<file path="src/rtl/scan_pkg.sv">
// rtl/scan_pkg.sv - shared constants, select type and digit slicing for the digit scan sequencer
package scan_pkg;

  localparam int NUM_DIGITS = 4;
  localparam int SEL_W      = 2;
  localparam int DEFAULT_DW = 4;
  // Widest digit the slicing helper supports; narrower digits are zero-extended into it.
  localparam int MAX_DW     = 32;

  typedef logic [SEL_W-1:0] sel_t;

  function automatic logic [MAX_DW-1:0] digit_slice(
    input logic [NUM_DIGITS*MAX_DW-1:0] active,
    input sel_t                         sel,
    input int                           dw
  );
    logic [NUM_DIGITS*MAX_DW-1:0] shifted;
    shifted = active >> (int'(sel) * dw);
    return shifted[MAX_DW-1:0];
  endfunction

endpackage

</file>
<file path="src/rtl/scan_prescaler.sv">
// rtl/scan_prescaler.sv - slot prescaler: counts 0..DIV-1 while enabled, tick on the last count
module scan_prescaler #(
  parameter int DIV = 50000
) (
  input  logic clk,
  input  logic rst,
  input  logic en,
  output logic tick
);

  localparam int CW = (DIV > 1) ? $clog2(DIV) : 1;

  logic [CW-1:0] cnt_q, cnt_d;

  assign tick = en && (cnt_q == CW'(DIV - 1));

  always_comb begin
    cnt_d = cnt_q;
    if (en) begin
      if (tick) cnt_d = '0;
      else      cnt_d = cnt_q + CW'(1);
    end
  end

  always_ff @(posedge clk or posedge rst) begin
    if (rst) cnt_q <= '0;
    else     cnt_q <= cnt_d;
  end

endmodule

</file>
<file path="src/rtl/digit_scan_sequencer.sv">
// rtl/digit_scan_sequencer.sv - scans four digits to a 2-to-4 decoder with frame-aligned loads
// Optional select-change blanking is enabled by defining BLANKING_EN.
module digit_scan_sequencer
  import scan_pkg::*;
#(
  parameter int DW    = DEFAULT_DW,
  parameter int DIV   = 50000,
  parameter int BLANK = 8
) (
  input  logic                   clk,
  input  logic                   rst,
  input  logic                   en,
  input  logic                   load_valid,
  output logic                   load_ready,
  input  logic [NUM_DIGITS*DW-1:0] load_data,
  output logic [SEL_W-1:0]       sel,
  output logic [DW-1:0]          digit_data,
  output logic                   sel_valid,
  output logic                   frame_done
);

  logic tick;
  logic boundary;
  logic accept;

  sel_t                     sel_q, sel_d;
  logic [NUM_DIGITS*DW-1:0] active_q, active_d;
  logic [NUM_DIGITS*DW-1:0] pending_q, pending_d;
  logic                     pending_full_q, pending_full_d;
  logic                     sel_valid_q, sel_valid_d;
  logic                     frame_done_q, frame_done_d;

  scan_prescaler #(
    .DIV (DIV)
  ) u_prescaler (
    .clk  (clk),
    .rst  (rst),
    .en   (en),
    .tick (tick)
  );

  assign boundary   = tick && (sel_q == sel_t'(NUM_DIGITS - 1));
  assign load_ready = !pending_full_q;
  assign accept     = load_valid && load_ready;

  // A load can only complete while pending is empty, so it never collides with the
  // pending->active transfer, which needs pending full.
  always_comb begin
    sel_d          = sel_q;
    active_d       = active_q;
    pending_d      = pending_q;
    pending_full_d = pending_full_q;
    frame_done_d   = 1'b0;
    if (tick) sel_d = sel_q + sel_t'(1);
    if (boundary) begin
      frame_done_d = 1'b1;
      if (pending_full_q) begin
        active_d       = pending_q;
        pending_full_d = 1'b0;
      end
    end
    if (accept) begin
      pending_d      = load_data;
      pending_full_d = 1'b1;
    end
  end

`ifdef BLANKING_EN
  localparam int BW = $clog2(BLANK + 1);

  logic [BW-1:0] blank_q, blank_d;

  always_comb begin
    blank_d = '0;
    if (en) begin
      if (tick)                blank_d = BW'(BLANK);
      else if (blank_q != '0)  blank_d = blank_q - BW'(1);
    end
    sel_valid_d = en && (blank_d == '0);
  end

  always_ff @(posedge clk or posedge rst) begin
    if (rst) blank_q <= '0;
    else     blank_q <= blank_d;
  end
`else
  always_comb begin
    sel_valid_d = en;
  end
`endif

  always_ff @(posedge clk or posedge rst) begin
    if (rst) begin
      sel_q          <= '0;
      active_q       <= '0;
      pending_q      <= '0;
      pending_full_q <= 1'b0;
      sel_valid_q    <= 1'b0;
      frame_done_q   <= 1'b0;
    end else begin
      sel_q          <= sel_d;
      active_q       <= active_d;
      pending_q      <= pending_d;
      pending_full_q <= pending_full_d;
      sel_valid_q    <= sel_valid_d;
      frame_done_q   <= frame_done_d;
    end
  end

  logic [NUM_DIGITS*MAX_DW-1:0] active_ext;
  logic [MAX_DW-1:0]            slice;

  always_comb begin
    active_ext                   = '0;
    active_ext[NUM_DIGITS*DW-1:0] = active_q;
    slice                        = digit_slice(active_ext, sel_q, DW);
    digit_data                   = slice[DW-1:0];
  end

  assign sel        = sel_q;
  assign sel_valid  = sel_valid_q;
  assign frame_done = frame_done_q;

endmodule

</file>
<file path="config.mk">
export PLATFORM = sky130hd
export DESIGN_NAME = digit_scan_sequencer
export DESIGN_NICKNAME = d
export VERILOG_FILES = /design/src/rtl/scan_pkg.sv /design/src/rtl/scan_prescaler.sv /design/src/rtl/digit_scan_sequencer.sv
export SDC_FILE = /design/constraint.sdc
export NUM_CORES = 1
export LEC_CHECK = 0
export CAP_MARGIN = 15
export CORE_AREA = 2 2 73 75
export CTS_BUF_LIST = sky130_fd_sc_hd__clkbuf_4 sky130_fd_sc_hd__clkbuf_8 sky130_fd_sc_hd__clkbuf_16
export DETAILED_ROUTE_END_ITERATION = 10
export DIE_AREA = 0 0 75 77
export HOLD_SLACK_MARGIN = 0.1
export PLACE_DENSITY = 0.71
export SYNTH_ARGS = -nofsm -noshare
export SYNTH_HDL_FRONTEND = slang
export SYNTH_HIERARCHICAL = 1
export SYNTH_SLANG_ARGS = --single-unit
</file>
<file path="constraint.sdc">
create_clock -name clk -period 2.2 [get_ports clk]
set_input_delay 0.55 -clock clk [delete_from_list [all_inputs] [get_ports clk]]
set_output_delay 0.55 -clock clk [all_outputs]
set_load 0.05 [all_outputs]
</file>
==> results.cfg <==
[synth]
synth_enable_flop_cells = 0
synth.cells.most_frequent = dfrtp_1, mux2_4, mux2_2, nor2_1
synth.ff_latch_count = 53
dominantRegCellSynth = dfrtp_1
synth.top_cells.by_area = dfrtp_1, mux2_4, mux2_2, mux4_2, xnor2_1
ys_types = 31
synthDominantAreaCellType = dfrtp_1
synth_nets = 185
netlist_area_before_placement_um2 = 2370
synthCells = 163
number_of_synthesis_warnings = 6
async_reset_ff_share_pct = 100
synth_area_per_cell_um2 = 14.6
synth_top_cell_area_share_pct = 55.8
post-synth-top-count-cell = dfrtp_1
synth_seq_area_share_pct = 55.8

[clocking]
cts-resized-gates = 1
post_cts_hold_buffers = 0
cts_htree_levels = 2
cts.path.max_buffers = 2
clock-root-buffer = clkbuf_8
tritoncts.num_buffers = 5
tritoncts_num_sinks = 53
clock_tree_from_tritoncts = done
clkLatencyLatePin_ps = 300
cts.reportedPaths.clkPinSlew_ps = 90
post_cts.repair.setup_buffers = 0

[route]
drc = 0
drtPass1Iterations = 4
num_vias = 1392
wire_per_inst_um = 15.8
drt-vias-per-instance = 5.19
drt.antenna.violating_nets = 0
number_of_design_rule_violations_left_by_the_first_detailed_router_iteration = 58
detail_route.wirelength_um = 4240

[setup_path]
critPathSlowestCell = mux4_2
path_delay_family = multiplexers
ff2ff_path_depth = 6
timing.setup.critical_path_class = register to output port
critPathArrivalTime_ps = 1540
crit_path_start_kind = register
r2r-start = u_prescaler/cnt_q[0]$_DFFE_PP0P_
timing.critical_path.cells = mux4_2 > buf_4
worst_path_largest_cell_delay_ps = 540
buf_inv_stages_crit_path = 1
crit_path_end_kind = output port
crit-reg2reg-capture = active_q[4]$_DFFE_PP0P_
critical_path.max_fanout = 7
r2r_setup_slack_ps = 210
crit_required_ps = 1650

[worst_hold_path]
timing.hold.worst.start = u_prescaler/cnt_q[15]$_DFFE_PP0P_
hold_class = register to register
timing.hold.worst_path_depth = 1
worst_hold_path.endpoint = u_prescaler/cnt_q[15]$_DFFE_PP0P_

[timing]
finalHoldWorstSlack_ps = 480
final.min_clock_period_ps = 2090
timing.final.crit_share_pct = 95.0
max_freq_mhz = 479
rsz_0062_raised_after_global_routing = no
pins_over_their_slew_limit = 0
slew-limit-headroom_pct = 60.5
final-setup-viol-count = 0
tightestPinTransition_ps = 592
clock_skew_ps = 2.70
hold_viol_final = 0
fin_ws_ps = 111

[die]
dieWidth_um = 75
io-pin-count = 29
initial_core_util_pct = 47.7
core_rows = 26
placeableCoreArea_um2 = 4980
floorplan.die.height_um = 77
die_area_um2 = 5780

[cells_and_area]
stdcell_area_um2 = 2820
register_area_um2 = 1330
num_antenna_cells = 0
multiInputGateArea_um2 = 970
layout-area-overhead-vs-synth_pct = 18.7
drive_above_1_share_pct = 30.8
fill_cells = 400
fin_nets = 221
final_cell_count_no_fill = 268

[grt]
globalRouteTotalUtil_pct = 16.9
grt.overflow.total = 0
grt_start_max_net_pins = 38
via_count_of_the_first_global_routing_pass = 1558
number_of_antenna_violations_at_the_first_check_in_global_routing = 0
grt_pass1_wl_um = 7470

[placed_design]
detailedPlacementHpwl_um = 3030
post_dp_area_um2 = 2740
numPlacedInstances = 262
pre_cts_slack_ps = -74.5
quantity_of_i_o_buffers_inserted_on_ports = 28
place_congestion = 0.947

[pwr]
leakagePower_nw = 1.33
post-layout-total-power_mw = 1.84
power-per-cell-area_nw_per_um2 = 654
ir_worst_vdd_uv = 280

[flow_run]
cap_viol_max_count = 0

[run_status]
outcome = finished clean
-- per-stage QoR --
stage	setup TNS (ps)	util [%]
floorplan	-237	-
global placement	-375	55.1
detailed placement	-929	55.1
CTS	0	56.6
global route	0	56.6
finish	0	56.6
-- cell type report --
cell class                      count  share of cell area, %
Clock buffer                        5                   2.44
Inverter                            7                  0.933
Timing Repair Buffer               34                   11.8
Tap cell                           70                   3.11
Clock inverter                      1                  0.178
Multi-Input combinational cell     98                   34.4
Sequential cell                    53                   47.1
-- layer usage --
layer  wire length (um)  vias to the layer above  GRT usage (%)
met5                  0                        -              0
li1                   -                      639              -
met2               2170                       45           28.2
met4                 54                        0           4.82
met1               1860                      702           21.8
met3                155                        6           3.94
-- placed cells by master (no fill, tap or decap), drive strengths merged --
cell type / Yosys / layout
buf: 5 / 13
o22ai: 1 / 1
nand4: 4 / 4
nor2: 9 / 9
mux4: 4 / 4
nand2: 5 / 5
nand4bb: 2 / 2
clkdlybuf4s50: 0 / 21
and4: 1 / 1
mux2i: 1 / 1
nand3: 9 / 9
ha: 2 / 2
o21ai: 1 / 1
mux2: 33 / 33
nand3b: 1 / 1
xnor2: 8 / 8
o21a: 1 / 1
xor2: 6 / 6
nor3: 2 / 2
clkbuf: 0 / 5
clkinv: 0 / 1
or4b: 1 / 1
or2b: 1 / 1
inv: 7 / 7
and2: 1 / 1
nor4: 3 / 3
and3: 1 / 1
nor2b: 1 / 1
dfrtp: 53 / 53
-- sequential cells by signal (all words and copies together), names as in the netlist --
register / count
frame_done: 1
pending_full_q: 1
pending_q: 16
sel_valid: 1
active_q: 16
u_prescaler/cnt_q: 16
sel: 2
-- where the power goes --
group	switching, mW	internal [mW]	leakage, nW
Combinational	0.0906	0.113	0.594
Clock	0.294	0.210	0.0399
Sequential	0.0796	1.05	0.696
Total	0.464	1.38	1.33
-- worst register-to-register path, cell delays in order, from the launching register on --
cell     delay [ps]
dfrtp_1         400
ha_1            310
nand4_1         230
nor4_4          330
nand3_4         110
buf_12          180
mux2_4          310
-- logic make-up (layout without fill, tap and decap cells) --
group,after synthesis,in the layout,share of synthesized area [%]
compound gates,3,3,0.790
xor+xnor,14,14,5.16
simple gates,41,41,11.0
flops,53,53,55.8
mux,38,38,22.9
buf+inv,12,47,3.32
fa+ha+maj,2,2,1.05
-- how the worst max path moves through the flow --
stage | from | endpoint | slack (ps) | cells after the start
6_report | sel[0]$_DFFE_PP0P_ | digit_data[3] | 110 | 2
5_1_grt | u_prescaler/cnt_q[1]$_DFFE_PP0P_ | active_q[4]$_DFFE_PP0P_ | 20 | 6
4_1_cts | sel[0]$_DFFE_PP0P_ | digit_data[3] | 80 | 2
3_5_place_dp | en | active_q[4]$_DFFE_PP0P_ | -70 | 6
3_3_place_gp | en | active_q[5]$_DFFE_PP0P_ | -30 | 6
2_1_floorplan | u_prescaler/cnt_q[13]$_DFFE_PP0P_ | active_q[0]$_DFFE_PP0P_ | -30 | 5
Note: power is estimated with default switching activity, not from simulation.
